`src/rtl/adder_arbiter_if.sv`:
```
// rtl/adder_arbiter_if.sv - requester-side and adder-side signals of the round-robin adder arbiter
interface adder_arbiter_if #(
  parameter int N_REQ = 4,
  parameter int W     = 16
);
  logic [N_REQ-1:0]   req;
  logic [N_REQ*W-1:0] a_in;
  logic [N_REQ*W-1:0] b_in;
  logic [N_REQ-1:0]   gnt;
  logic [N_REQ-1:0]   rsp_valid;
  logic [W:0]         rsp_sum;
  logic               rsp_ovf;
  logic               rsp_err;
  logic               busy;
  logic               add_start;
  logic [W-1:0]       add_a;
  logic [W-1:0]       add_b;
  logic [W:0]         add_sum;
  logic               add_done;
  logic               add_overflow;

  modport slave (
    input  req, a_in, b_in, add_sum, add_done, add_overflow,
    output gnt, rsp_valid, rsp_sum, rsp_ovf, rsp_err, busy, add_start, add_a, add_b
  );

  modport master (
    output req, a_in, b_in, add_sum, add_done, add_overflow,
    input  gnt, rsp_valid, rsp_sum, rsp_ovf, rsp_err, busy, add_start, add_a, add_b
  );
endinterface

```
`src/rtl/adder_arbiter.sv`:
```
// rtl/adder_arbiter.sv - round-robin arbiter sharing one sequential adder among N_REQ requesters
module adder_arbiter #(
  parameter int N_REQ   = 4,
  parameter int W       = 16,
  parameter int TIMEOUT = 64
) (
  input  logic           clk,
  input  logic           reset_n,
  adder_arbiter_if.slave bus
);
  localparam int IDW = (N_REQ > 1) ? $clog2(N_REQ) : 1;
  localparam int TW  = $clog2(TIMEOUT + 1);

  localparam logic [1:0] S_IDLE  = 2'd0;
  localparam logic [1:0] S_ISSUE = 2'd1;
  localparam logic [1:0] S_WAIT  = 2'd2;
  localparam logic [1:0] S_RESP  = 2'd3;

  logic [1:0]       state;
  logic [IDW-1:0]   ptr;
  logic [IDW-1:0]   id;
  logic [TW-1:0]    timer;
  logic [N_REQ-1:0] gnt_q;
  logic [N_REQ-1:0] rsp_valid_q;
  logic [W:0]       rsp_sum_q;
  logic             rsp_ovf_q;
  logic             rsp_err_q;
  logic             busy_q;
  logic             add_start_q;
  logic [W-1:0]     add_a_q;
  logic [W-1:0]     add_b_q;

  logic             pick_valid;
  logic [IDW-1:0]   pick;

  // Scan downward so the requester closest above ptr is the last (winning) assignment.
  always_comb begin
    pick_valid = 1'b0;
    pick       = '0;
    for (int k = N_REQ - 1; k >= 0; k--) begin
      if (bus.req[(int'(ptr) + k) % N_REQ]) begin
        pick_valid = 1'b1;
        pick       = IDW'((int'(ptr) + k) % N_REQ);
      end
    end
  end

  always_ff @(posedge clk or negedge reset_n) begin
    if (!reset_n) begin
      state       <= S_IDLE;
      ptr         <= '0;
      id          <= '0;
      timer       <= '0;
      gnt_q       <= '0;
      rsp_valid_q <= '0;
      rsp_sum_q   <= '0;
      rsp_ovf_q   <= 1'b0;
      rsp_err_q   <= 1'b0;
      busy_q      <= 1'b0;
      add_start_q <= 1'b0;
      add_a_q     <= '0;
      add_b_q     <= '0;
    end else begin
      gnt_q       <= '0;
      rsp_valid_q <= '0;
      add_start_q <= 1'b0;
      case (state)
        S_IDLE: begin
          if (pick_valid) begin
            state       <= S_ISSUE;
            id          <= pick;
            gnt_q       <= N_REQ'(1) << pick;
            add_start_q <= 1'b1;
            add_a_q     <= bus.a_in[int'(pick)*W +: W];
            add_b_q     <= bus.b_in[int'(pick)*W +: W];
            busy_q      <= 1'b1;
          end
        end
        S_ISSUE: begin
          state <= S_WAIT;
          timer <= '0;
        end
        S_WAIT: begin
          if (bus.add_done) begin
            state       <= S_RESP;
            rsp_valid_q <= N_REQ'(1) << id;
            rsp_sum_q   <= bus.add_sum;
            rsp_ovf_q   <= bus.add_overflow;
            rsp_err_q   <= 1'b0;
          end else if (timer == TW'(TIMEOUT - 1)) begin
            state       <= S_RESP;
            rsp_valid_q <= N_REQ'(1) << id;
            rsp_sum_q   <= '0;
            rsp_ovf_q   <= 1'b0;
            rsp_err_q   <= 1'b1;
          end else begin
            timer <= timer + 1'b1;
          end
        end
        default: begin
          state   <= S_IDLE;
          busy_q  <= 1'b0;
          add_a_q <= '0;
          add_b_q <= '0;
          ptr     <= (id == IDW'(N_REQ - 1)) ? '0 : id + 1'b1;
        end
      endcase
    end
  end

  assign bus.gnt       = gnt_q;
  assign bus.rsp_valid = rsp_valid_q;
  assign bus.rsp_sum   = rsp_sum_q;
  assign bus.rsp_ovf   = rsp_ovf_q;
  assign bus.rsp_err   = rsp_err_q;
  assign bus.busy      = busy_q;
  assign bus.add_start = add_start_q;
  assign bus.add_a     = add_a_q;
  assign bus.add_b     = add_b_q;
endmodule
```
`src/flat_wrapper.sv`:
```
// flat-port wrapper written by rule: the top's interface ports become plain ports
module adder_arbiter_flat 
#(
  parameter int N_REQ   = 4,
  parameter int W       = 16,
  parameter int TIMEOUT = 64
)
  (clk, reset_n, bus_req, bus_a_in, bus_b_in, bus_add_sum, bus_add_done, bus_add_overflow, bus_gnt, bus_rsp_valid, bus_rsp_sum, bus_rsp_ovf, bus_rsp_err, bus_busy, bus_add_start, bus_add_a, bus_add_b);
  adder_arbiter_if #(.N_REQ(N_REQ), .W(W)) bus_i ();
  input  logic clk;
  input  logic reset_n;
  input wire logic [$bits(bus_i.req)-1:0] bus_req;
  input wire logic [$bits(bus_i.a_in)-1:0] bus_a_in;
  input wire logic [$bits(bus_i.b_in)-1:0] bus_b_in;
  input wire logic [$bits(bus_i.add_sum)-1:0] bus_add_sum;
  input wire logic [$bits(bus_i.add_done)-1:0] bus_add_done;
  input wire logic [$bits(bus_i.add_overflow)-1:0] bus_add_overflow;
  output wire logic [$bits(bus_i.gnt)-1:0] bus_gnt;
  output wire logic [$bits(bus_i.rsp_valid)-1:0] bus_rsp_valid;
  output wire logic [$bits(bus_i.rsp_sum)-1:0] bus_rsp_sum;
  output wire logic [$bits(bus_i.rsp_ovf)-1:0] bus_rsp_ovf;
  output wire logic [$bits(bus_i.rsp_err)-1:0] bus_rsp_err;
  output wire logic [$bits(bus_i.busy)-1:0] bus_busy;
  output wire logic [$bits(bus_i.add_start)-1:0] bus_add_start;
  output wire logic [$bits(bus_i.add_a)-1:0] bus_add_a;
  output wire logic [$bits(bus_i.add_b)-1:0] bus_add_b;
  assign bus_i.req = bus_req;
  assign bus_i.a_in = bus_a_in;
  assign bus_i.b_in = bus_b_in;
  assign bus_i.add_sum = bus_add_sum;
  assign bus_i.add_done = bus_add_done;
  assign bus_i.add_overflow = bus_add_overflow;
  assign bus_gnt = bus_i.gnt;
  assign bus_rsp_valid = bus_i.rsp_valid;
  assign bus_rsp_sum = bus_i.rsp_sum;
  assign bus_rsp_ovf = bus_i.rsp_ovf;
  assign bus_rsp_err = bus_i.rsp_err;
  assign bus_busy = bus_i.busy;
  assign bus_add_start = bus_i.add_start;
  assign bus_add_a = bus_i.add_a;
  assign bus_add_b = bus_i.add_b;
  adder_arbiter #(.N_REQ(N_REQ), .W(W), .TIMEOUT(TIMEOUT)) u_core (.clk(clk), .reset_n(reset_n), .bus(bus_i));
endmodule
```
`config.mk`:
```
export PLATFORM = sky130hd
export DESIGN_NAME = adder_arbiter_flat
export DESIGN_NICKNAME = d
export VERILOG_FILES = /design/src/rtl/adder_arbiter_if.sv /design/src/rtl/adder_arbiter.sv /design/src/flat_wrapper.sv
export SDC_FILE = /design/constraint.sdc
export NUM_CORES = 1
export LEC_CHECK = 0
export CORE_MARGIN = 3
export CORE_UTILIZATION = 35
export CTS_CLUSTER_DIAMETER = 30
export DETAILED_ROUTE_END_ITERATION = 12
export PLACE_DENSITY = 0.85
export SYNTH_ARGS = -nofsm -noshare
export SYNTH_HDL_FRONTEND = slang
export SYNTH_SLANG_ARGS = --single-unit
```
`constraint.sdc`:
```
create_clock -name clk -period 1.7 [get_ports clk]
set_input_delay 0.255 -clock clk [delete_from_list [all_inputs] [get_ports clk]]
set_output_delay 0.255 -clock clk [all_outputs]
set_load 0.02 [all_outputs]
```
==> impl_metrics.sql <==
INSERT INTO impl_metrics (metric_group, metric, value, unit) VALUES
('status', 'status', 'finished with violations', ''),
('status', 'violations', 'setup timing', ''),
('synth', 'syn_inst', '334', ''),
('sta', 'final.setup.worst_slack', '-0.121', 'ns'),
('route', 'post_drt_wl_per_cell', '19.2', 'µm'),
('cells_and_area', 'n_antenna_cell', '0', ''),
('global_routing', 'grt_usage', '20.7', '%'),
('worst_setup_path', 'critical-path-top-delay-family', 'multiplexers', ''),
('die', 'die_height', '111', 'µm'),
('cts', 'path_clk_slew', '0.09', 'ns'),
('route', 'routed-wl-met2', '7290', 'µm'),
('power_and_ir_drop', 'cellLeakagePower', '3.04', 'nW'),
('worst_setup_path', 'timing.critical_path.arrival', '2.05', 'ns'),
('cts', 'clock_sinks', '74', ''),
('sta', 'period_needed', '1.82', 'ns'),
('worst_setup_path', 'crit_fanout', '11', ''),
('global_routing', 'grt_first_pass_wirelength', '20800', 'µm'),
('synth', 'syn_avg_cell_area', '11.6', 'µm²'),
('cells_and_area', 'mostFrequentLayoutCells', '211 x sky130_fd_sc_hd__clkdlybuf4s50_1, 73 x sky130_fd_sc_hd__dfrtp_1, 57 x sky130_fd_sc_hd__mux2i_1, 38 x sky130_fd_sc_hd__nand2_1, 29 x sky130_fd_sc_hd__o221ai_1', ''),
('die', 'die_w', '111', 'µm'),
('cts', 'cts_inserted_buffers', '9', ''),
('cts', 'clock_tree_from_tritoncts', 'built', ''),
('synth', 'synth_warnings', '0', ''),
('route', 'ant_nets', '0', ''),
('global_routing', 'overflow', '0', ''),
('worst_setup_path', 'critical_path_class', 'register to register', ''),
('worst_setup_path', 'slowest_delay', '0.45', 'ns'),
('sta', 'timing.final.hold_violations', '0', ''),
('route', 'drt_pass1_iterations', '5', ''),
('cells_and_area', 'finish.net_count', '742', ''),
('die', 'core_area', '10600', 'µm²'),
('synth', 'synth_seq_area_share', '47.6', '%'),
('worst_setup_path', 'worst_setup_path_end_kind', 'register', ''),
('placed_design', 'port-buffer-count', '213', ''),
('sta', 'worstMarginPinSlew', '0.569', 'ns'),
('power_and_ir_drop', 'powerDensity', '1460', 'nW/µm²'),
('route', 'met3_length', '926', 'µm'),
('cells_and_area', 'area_growth_syn_to_layout', '77.5', '%'),
('sta', 'fmax', '549', 'MHz'),
('cts', 'root_buffer_master', 'sky130_fd_sc_hd__clkbuf_8', ''),
('cts', 'htree_levels', '3', ''),
('synth', 'synth-main-ff-cell', 'sky130_fd_sc_hd__dfrtp_1', ''),
('global_routing', 'grt_pass1_vias', '3926', ''),
('synth', 'yosys_register_bits', '74', ''),
('die', 'initial_core_util', '36.9', '%'),
('cts', 'clk_latency', '0.36', 'ns'),
('sta', 'fin_worst_hold_slack', '0.443', 'ns'),
('placed_design', 'place_congestion', '0.845', ''),
('route', 'maxUsedRoutingLayer', 'met4', ''),
('synth', 'synth-async-reset-ratio', '100', '%'),
('worst_setup_path', 'reg2reg_slack', '-0.12', 'ns'),
('die', 'rows', '37', ''),
('route', 'post_detailed_routing_wire_length', '13900', 'µm'),
('worst_setup_path', 'timing.critical_path.from_type', 'register', ''),
('worst_setup_path', 'series_of_cell_instances_along_the_critical_path', 'mux2_4 -> o221ai_4 -> buf_12 -> clkbuf_16 -> mux2i_1 -> o221ai_1', ''),
('synth', 'synth_area', '3890', 'µm²'),
('cts', 'cts_buffer_depth', '2', ''),
('route', 'via_per_inst', '5.23', ''),
('synth', 'synth_nets', '496', ''),
('placed_design', 'placement.cell_area', '6320', 'µm²'),
('synth', 'synth-edff-count', '0', ''),
('sta', 'finalSetupViolations', '52', ''),
('die', 'fp.dieArea', '12400', 'µm²'),
('die', 'design.portCount', '214', ''),
('sta', 'worst_clock_skew', '0.0152', 'ns'),
('placed_design', 'hpwlAfterDp', '9920', 'µm'),
('route', 'routedLengthMet1', '5400', 'µm'),
('sta', 'timing.final.crit_share', '107', '%'),
('cells_and_area', 'final_layout_size_suffix_gt1_share', '17.8', '%'),
('worst_setup_path', 'worst-path-buf-inv', '2', ''),
('run', 'timing.max_cap.violations', '0', '');
sequential cells by signal (all words and copies together), names as in the netlist, 2 cells and up:
register and count:
u_core.ptr 2, u_core.bus.add_a 16, u_core.timer 7, u_core.id 2, u_core.bus.gnt 4, u_core.bus.add_b 16
u_core.state 2, u_core.bus.rsp_sum 17, u_core.bus.rsp_valid 4
stage by stage:
stage                     setup TNS [ns]  setup slack, ns  power (mW)  cells  utilization (%)
after global routing               -6.18           -0.161        10.7    721             65.4
final                              -2.28           -0.121        10.1    721             65.4
after CTS                          -1.57           -0.105        9.77    715             63.3
after global placement            -16.29           -0.501        7.84    691             59.8
after floorplan                        0          0.00136        5.75    334                -
after detailed placement          -20.89           -0.614        8.05    691             59.8
metal layers:
layer | track usage [%] | up-vias
li1 | - | 1752
met1 | 25.0 | 1838
met3 | 5.43 | 20
met2 | 35.8 | 158
met5 | 0 | -
met4 | 6.89 | 0
Yosys cell counts, drive strengths merged (2+ instances only):
| master | number | area, µm² |
|---|---|---|
| dfrtp | 74 | 1850 |
| mux2i | 64 | 641 |
| nand2 | 40 | 150 |
| o221ai | 33 | 302 |
| a22o | 19 | 166 |
| buf | 14 | 136 |
| inv | 13 | 48.8 |
| ha | 9 | 113 |
| a21oi | 8 | 40.0 |
| o21ai | 7 | 35.0 |
| clkbuf | 5 | 18.8 |
| o31ai | 5 | 37.5 |
| nand2b | 4 | 25.0 |
| nand3 | 4 | 20.0 |
| nor2 | 4 | 15.0 |
| or4 | 4 | 30.0 |
| and3 | 3 | 18.8 |
| mux2 | 3 | 37.5 |
| nor2b | 3 | 18.8 |
| bufbuf | 2 | 37.5 |
| nor3b | 2 | 15.0 |
report_power, final:
part / internal [mW] / switching (mW) / total (mW)
registers: 2.36 / 0.353 / 2.71
logic: 3.10 / 2.89 / 5.99
clock network: 0.717 / 0.694 / 1.41
cells by family after synthesis:
| logic type | Yosys count | synth area share, % |
|---|---|---|
| AO/OA/AOI/OAI | 80 | 17.2 |
| flip-flops | 74 | 47.6 |
| AND/OR/NAND/NOR | 70 | 8.68 |
| multiplexers | 67 | 17.4 |
| buffers and inverters | 34 | 6.21 |
| adder cells (fa/ha/maj) | 9 | 2.89 |
worst paths after layout:
check	from	endpoint	cells after the start
max	u_core.ptr[1]$_DFFE_PN0N_	u_core.bus.add_b[3]$_DFFE_PN0P_	6
min reg2reg	u_core.bus.add_a[2]$_DFFE_PN0P_	u_core.bus.add_a[2]$_DFFE_PN0P_	2
min	reset_n	u_core.bus.add_b[15]$_DFFE_PN0P_	3
min in group clk	u_core.bus.add_a[2]$_DFFE_PN0P_	u_core.bus.add_a[2]$_DFFE_PN0P_	2
max in group asynchronous	reset_n	u_core.ptr[1]$_DFFE_PN0N_	3
max reg2reg	u_core.ptr[1]$_DFFE_PN0N_	u_core.bus.add_b[3]$_DFFE_PN0P_	6
area by class of cell:
| cell class | count | area [µm²] |
|---|---|---|
| Timing Repair Buffer | 255 | 2610 |
| Clock inverter | 6 | 66.3 |
| Inverter | 13 | 48.8 |
| Fill cell | 782 | 3650 |
| Sequential cell | 74 | 1850 |
| Clock buffer | 10 | 138 |
| Multi-Input combinational cell | 227 | 2020 |
| Tap cell | 136 | 170 |
worst min-delay path, cell delays in order:
cell,delay (ns)
sky130_fd_sc_hd__dlygate4sd3_1,0.53
sky130_fd_sc_hd__buf_4,0.11
sky130_fd_sc_hd__buf_12,0.33
timing repair:
action	4_1_cts	5_1_grt
buffers inserted	5	4
pin swaps	18	19
hold endpoints to repair	74	0
hold buffers	1	0
cloned	2	2
gates resized for setup	20	34
setup endpoints to repair	58	60
Power figures use the tool's default switching activity.
==> RTL edit 1: new RTL, config.mk and constraints unchanged <==
`N_REQ` is set to 4 in 3 places; all go to 8.
--- a/src/rtl/adder_arbiter_if.sv
+++ b/src/rtl/adder_arbiter_if.sv
@@ -1,6 +1,6 @@
 // rtl/adder_arbiter_if.sv - requester-side and adder-side signals of the round-robin adder arbiter
 interface adder_arbiter_if #(
-  parameter int N_REQ = 4,
+  parameter int N_REQ = 8,
   parameter int W     = 16
 );
   logic [N_REQ-1:0]   req;
--- a/src/rtl/adder_arbiter.sv
+++ b/src/rtl/adder_arbiter.sv
@@ -1,6 +1,6 @@
 // rtl/adder_arbiter.sv - round-robin arbiter sharing one sequential adder among N_REQ requesters
 module adder_arbiter #(
-  parameter int N_REQ   = 4,
+  parameter int N_REQ   = 8,
   parameter int W       = 16,
   parameter int TIMEOUT = 64
 ) (
--- a/src/flat_wrapper.sv
+++ b/src/flat_wrapper.sv
@@ -1,7 +1,7 @@
 // flat-port wrapper written by rule: the top's interface ports become plain ports
 module adder_arbiter_flat 
 #(
-  parameter int N_REQ   = 4,
+  parameter int N_REQ   = 8,
   parameter int W       = 16,
   parameter int TIMEOUT = 64
 )
Ports: changed (5 resized); port bits go from 214 to 354. No check against the original RTL was run, so the function may have changed too.
==> RTL edit 1 against the original RTL <==
  * The flow finishes with violations (DRC, setup timing)
  * Count of clock-buffer cells in the layout is 1 lower
  * Setup slack lost 1600 ps
  * Clock skew shrank 3.7 ps
  * Clock power is 50% higher
  * Critical path depth up 8
  * Power increased to 3.8 times the old value
  * Area after synthesis increased by 100%
  * Wire length increased to 2.7 times the old value
  * Combinational power increased to 5.5 times the old value
  * Sequential cell count is 10 higher
  * First-iteration DRC count increased to 3.0 times the old value
  * Final cell count grew 130%
  * Design area up 100%
  * Sequential power rose by 17%
==> RTL edit 1: results (changes against the original RTL) <==
[yosys]
seq_area_frac_synth_pct=26.83  ; -21 points
netlist_top_cells_count=nand2_1, nor3_1, dfrtp_1
ys_types=65  ; +63%
synth_area_leaders=dfrtp_1, mux2i_1, nor3_1
synth.net_count=1258  ; +150%

[timing]
fin_ws_ps=-1741  ; -1620 ps
setup_viol=48  ; -7.7%
worst_pin_slew_ps=952.8  ; +383.6 ps
finClkSkew_ps=11.52  ; -3.663 ps

[cells_and_area]
drive_gt1_share_pct=23.06  ; +5.3 points
finalNetCount=1707  ; +130%
nFillCells=1801  ; +130%

[placement]
pre_cts_ws_ps=-2051  ; -1437 ps
port_buffers=353  ; +66%
finalWeightedCongestion=0.9432  ; +12%

[clock_network]
clkTransAtPathRegs_ps=70  ; -20 ps

[global_route]
grt_use_total_pct=28.34  ; +7.7 points
grt_pass1_wl_mm=55.17  ; +170%

[worst_setup_path]
slowest_stage=mux4_2
setup.worst_path.start=u_core.ptr[0]
cp.arrival_ps=3720  ; +1670 ps
crit_path_max_incr_delay_ps=550  ; +100 ps

[outcome]
status=finished, violations left
violations=DRC, setup timing

[routing]
wl_per_cell_um=22.00  ; +14%
drcViolationCount=1  ; +1

==> RTL edit 1: cell count changes after synthesis, sizes merged, moves of 46 or more <==
cell,delta
nor2,+50
clkbuf,+52
nor3,+84
a21oi,+46
nand2,+48
nand3,+48
o21ai,+54
==> RTL edit 1: power by group through the flow <==
stage | Clock (mW) | Combinational [mW] | Sequential (mW)
5_1_grt | 2.24 | 34.6 | 3.22
4_1_cts | 2.15 | 30.2 | 3.14
2_1_floorplan | 0 | 15.4 | 3.73
3_5_place_dp | 0 | 27.0 | 3.16
3_3_place_gp | 0 | 26.5 | 3.13
6_report | 2.12 | 32.8 | 3.16
==> RTL edit 1: cell type report <==
class                   instances  area, µm²  area share [%]
clock inverters                 7      81.33          0.5788
well taps                     280      350.3           2.493
inverters                      27      103.9          0.7390
flip-flops and latches         84       2107           14.99
multi-input cells             756       5871           41.78
clock buffers                   9      225.2           1.603
repair buffers                531       5314           37.82
==> RTL edit 1: final timing paths <==
check / cells past startpoint / end
worst min register to register: 1 / u_core.bus.rsp_sum[6]
worst max-delay path: 14 / u_core.bus.add_b[2]
max in group asynchronous: 3 / u_core.ptr[0]
min in group clk: 1 / u_core.bus.rsp_sum[6]
worst max register to register: 14 / u_core.bus.add_b[2]
worst min-delay path: 2 / u_core.bus.add_a[2]
==> RTL edit 1: metrics by stage <==
stage / std cells / hold WS, ps / utilization, %
floorplan: 960 / -40.59 / -
global placement: 1643 / 218.8 / 58.13
detailed placement: 1643 / 220.3 / 58.13
CTS: 1682 / 384.5 / 61.89
global route: 1694 / 417.3 / 64.19
finish: 1694 / 396.0 / 64.19
==> RTL edit 1: worst max-delay path: cells and delay by family, from the launching register on <==
kind	cells	cell delay, ps
DFF	1	510
muxes	2	680
AOI/OAI and AO/OA	6	1150
adders and majority gates	1	220
buffers and inverters	5	800
==> RTL edit 1: cell families (layout without fill, tap and decap cells) <==
logic type               Yosys count  in the layout  synth area share, %
XOR/XNOR                           9              9                1.006
adder cells (fa/ha/maj)           13             13                2.076
buffers and inverters            120            574                6.867
multiplexers                      89             89                13.25
AND/OR/NAND/NOR                  329            329                20.14
AO/OA/AOI/OAI                    316            316                29.83
flip-flops                        84             84                26.83
==> RTL edit 1: routing by layer <==
layer	part of all wire (%)	global-route usage [%]	vias up
met1	36	33.45	4895
met4	3.5	8.712	0
li1	-	-	4574
met3	9.0	6.269	119
met2	51	51.28	640
met5	0	0	-
==> RTL edit 1: timing repair <==
action / CTS / global route
endpoints found under the hold margin: 23 / 0
endpoints found under the setup margin: 48 / 76
hold buffers: 1 / 0
cloned: 3 / 1
buffers inserted: 20 / 15
gates resized for setup: 72 / 94
pin swaps: 15 / 36
==> RTL edit 2: new RTL, config.mk and constraints unchanged <==
Without the edit above. Make the reset (`reset_n`) synchronous in one clocked block.
--- a/src/rtl/adder_arbiter.sv
+++ b/src/rtl/adder_arbiter.sv
@@ -45,7 +45,7 @@
     end
   end
 
-  always_ff @(posedge clk or negedge reset_n) begin
+  always_ff @(posedge clk) begin
     if (!reset_n) begin
       state       <= S_IDLE;
       ptr         <= '0;
Behaviour: differs if reset_n is asserted again (counterexample within 4 cycles, from zero or initial values and one cycle with reset_n low); with reset_n held inactive, the same outputs for 4 cycles.
==> RTL edit 2 against the original RTL <==
  * The run still ends with setup timing left
  * Sequential cell count did not move
  * Combinational power fell by 31%
  * Clock skew fell by 6.8 ps
  * Wire length rose by 12%
  * Count of clock-buffer cells in the layout rose by 1
  * Clock power rose by 38%
  * Setup slack improved by 91 ps
  * Design area rose by 4.9%
  * First-iteration DRC count fell by 20%
  * Area after synthesis rose by 2.3%
  * Power fell by 16%
  * Non-clock buffer count rose by 11
  * Critical path type unchanged
  * Critical endpoint is now u_core.bus.add_a[6]
==> RTL edit 2: results (changes against the original RTL) <==
[outcome]
status=finished, violations left
violations=setup timing

[yosys]
synth.net_count=605  ; +22%
seq_area_frac_synth_pct=37.22  ; -10 points
synthArstFlopShare_pct=0  ; -100 points
synth_area_leaders=dfxtp_1, mux2i_1, a211o_1
ys_types=46  ; +15%

[global_route]
grt_pass1_wl_mm=23.85  ; +15%
grt_max_degree=27  ; -64%
grt_use_total_pct=23.34  ; +2.7 points
grt_pass1_vias=4727  ; +20%

[cells_and_area]
nFillCells=834  ; +6.6%
drive_gt1_share_pct=17.66  ; -0.12 points
finalNetCount=848  ; +14%

[clock_network]
post_cts_buffers=14  ; +9
root_buffer=clkbuf_16
cts_resized=31  ; +55%
clock_latency_ps=330  ; -30 ps

[worst_setup_path]
cp.arrival_ps=1980  ; -70 ps
critPathMaxFanout=6  ; -5
worst_r2r_path_depth=7  ; +1

[timing]
setup_viol=10  ; -81%
worst_pin_slew_ps=324.7  ; -244.6 ps
timing.setup.tns_ps=-113.6  ; +2171 ps
fin_ws_ps=-29.42  ; +91.26 ps

[placement]
placed_area_mm2=0.006421  ; +1.7%
dp_hpwl_mm=10.55  ; +6.4%

[routing]
drt_pass1_iterations=4  ; -1
wl_per_cell_um=18.63  ; -3.2%
drt-vias-per-instance=5.412  ; +3.5%
drt_iter0_drc=196  ; -20%

[power]
swShare_pct=36.94  ; -2.0 points
irDropWorstVdd_v=0.0006578  ; -13%
p_leak_nw=2.646  ; -13%

[min_path]
hp-class=reg -> reg

-- RTL edit 2: cell types whose count changed in the layout (fill, tap and decap cells not counted), sizes merged, moves of 6 or more --
cell	unedited run	this run
a211o	0	33
a22o	19	0
a22oi	0	18
buf	41	51
dfrtp	74	0
dfxtp	0	74
mux2i	64	37
nand2	40	48
nand3	4	35
nor2	4	10
nor2b	3	27
o211ai	0	33
o21ai	7	38
o221ai	33	0
-- RTL edit 2: per-stage QoR --
step                power (mW)  worst slack [ps]  utilization (%)  cells
floorplan                4.323             4.952                -    443
global route             8.944            -97.95            65.97    831
global placement         5.885            -371.6            58.46    790
finish                   8.526            -29.42            65.97    831
CTS                      8.428            -6.629            64.14    826
detailed placement       5.964            -426.8            58.46    790
-- RTL edit 2: routing by layer --
layer  part of all wire, %  GRT usage [%]
met5                     0              0
met4                   3.1          9.535
met3                   9.3          6.900
met2                    52          42.85
met1                    36          24.77
-- RTL edit 2: kinds of logic (layout without fill, tap and decap cells) --
family | after synthesis | after routing | share of synthesized area (%)
AND/OR/NAND/NOR | 141 | 144 | 18.80
AO/OA/AOI/OAI | 136 | 136 | 25.18
flip-flops | 74 | 74 | 37.22
buffers and inverters | 44 | 289 | 6.225
multiplexers | 37 | 37 | 9.305
adder cells (fa/ha/maj) | 9 | 9 | 2.829
XOR/XNOR | 2 | 2 | 0.4402
-- RTL edit 2: power by group through the flow --
stage / Sequential (mW) / Combinational, mW / Clock, mW
6_report: 2.44 / 4.14 / 1.95
4_1_cts: 2.43 / 3.99 / 2.00
5_1_grt: 2.49 / 4.39 / 2.06
3_5_place_dp: 2.45 / 3.51 / 0
3_3_place_gp: 2.44 / 3.44 / 0
2_1_floorplan: 2.92 / 1.41 / 0
-- RTL edit 2: cell type report --
type / count / area, µm² / area share, %
multi-input cells: 328 / 2475 / 34.16
well taps: 140 / 175.2 / 2.418
repair buffers: 266 / 2776 / 38.32
inverters: 7 / 30.03 / 0.4144
clock inverters: 5 / 60.06 / 0.8289
flip-flops and latches: 74 / 1486 / 20.51
clock buffers: 11 / 242.7 / 3.350
-- RTL edit 2: critical path, cell delays in order (launching register included) --
cell	delay [ps]
dfxtp_2	340
and2b_2	260
a211oi_4	260
buf_6	210
clkbuf_16	170
o21ai_2	60
a211o_1	260
o211ai_1	90
-- RTL edit 2: path summary, 6_finish.rpt --
kind	slack [ps]	endpoint	startpoint
setup / recovery	-30	u_core.bus.add_a[6]	u_core.ptr[0]
hold / removal	480	u_core.bus.add_a[12]	u_core.bus.add_a[12]
setup reg to reg	-30	u_core.bus.add_a[6]	u_core.ptr[0]
hold reg to reg	480	u_core.bus.add_a[12]	u_core.bus.add_a[12]
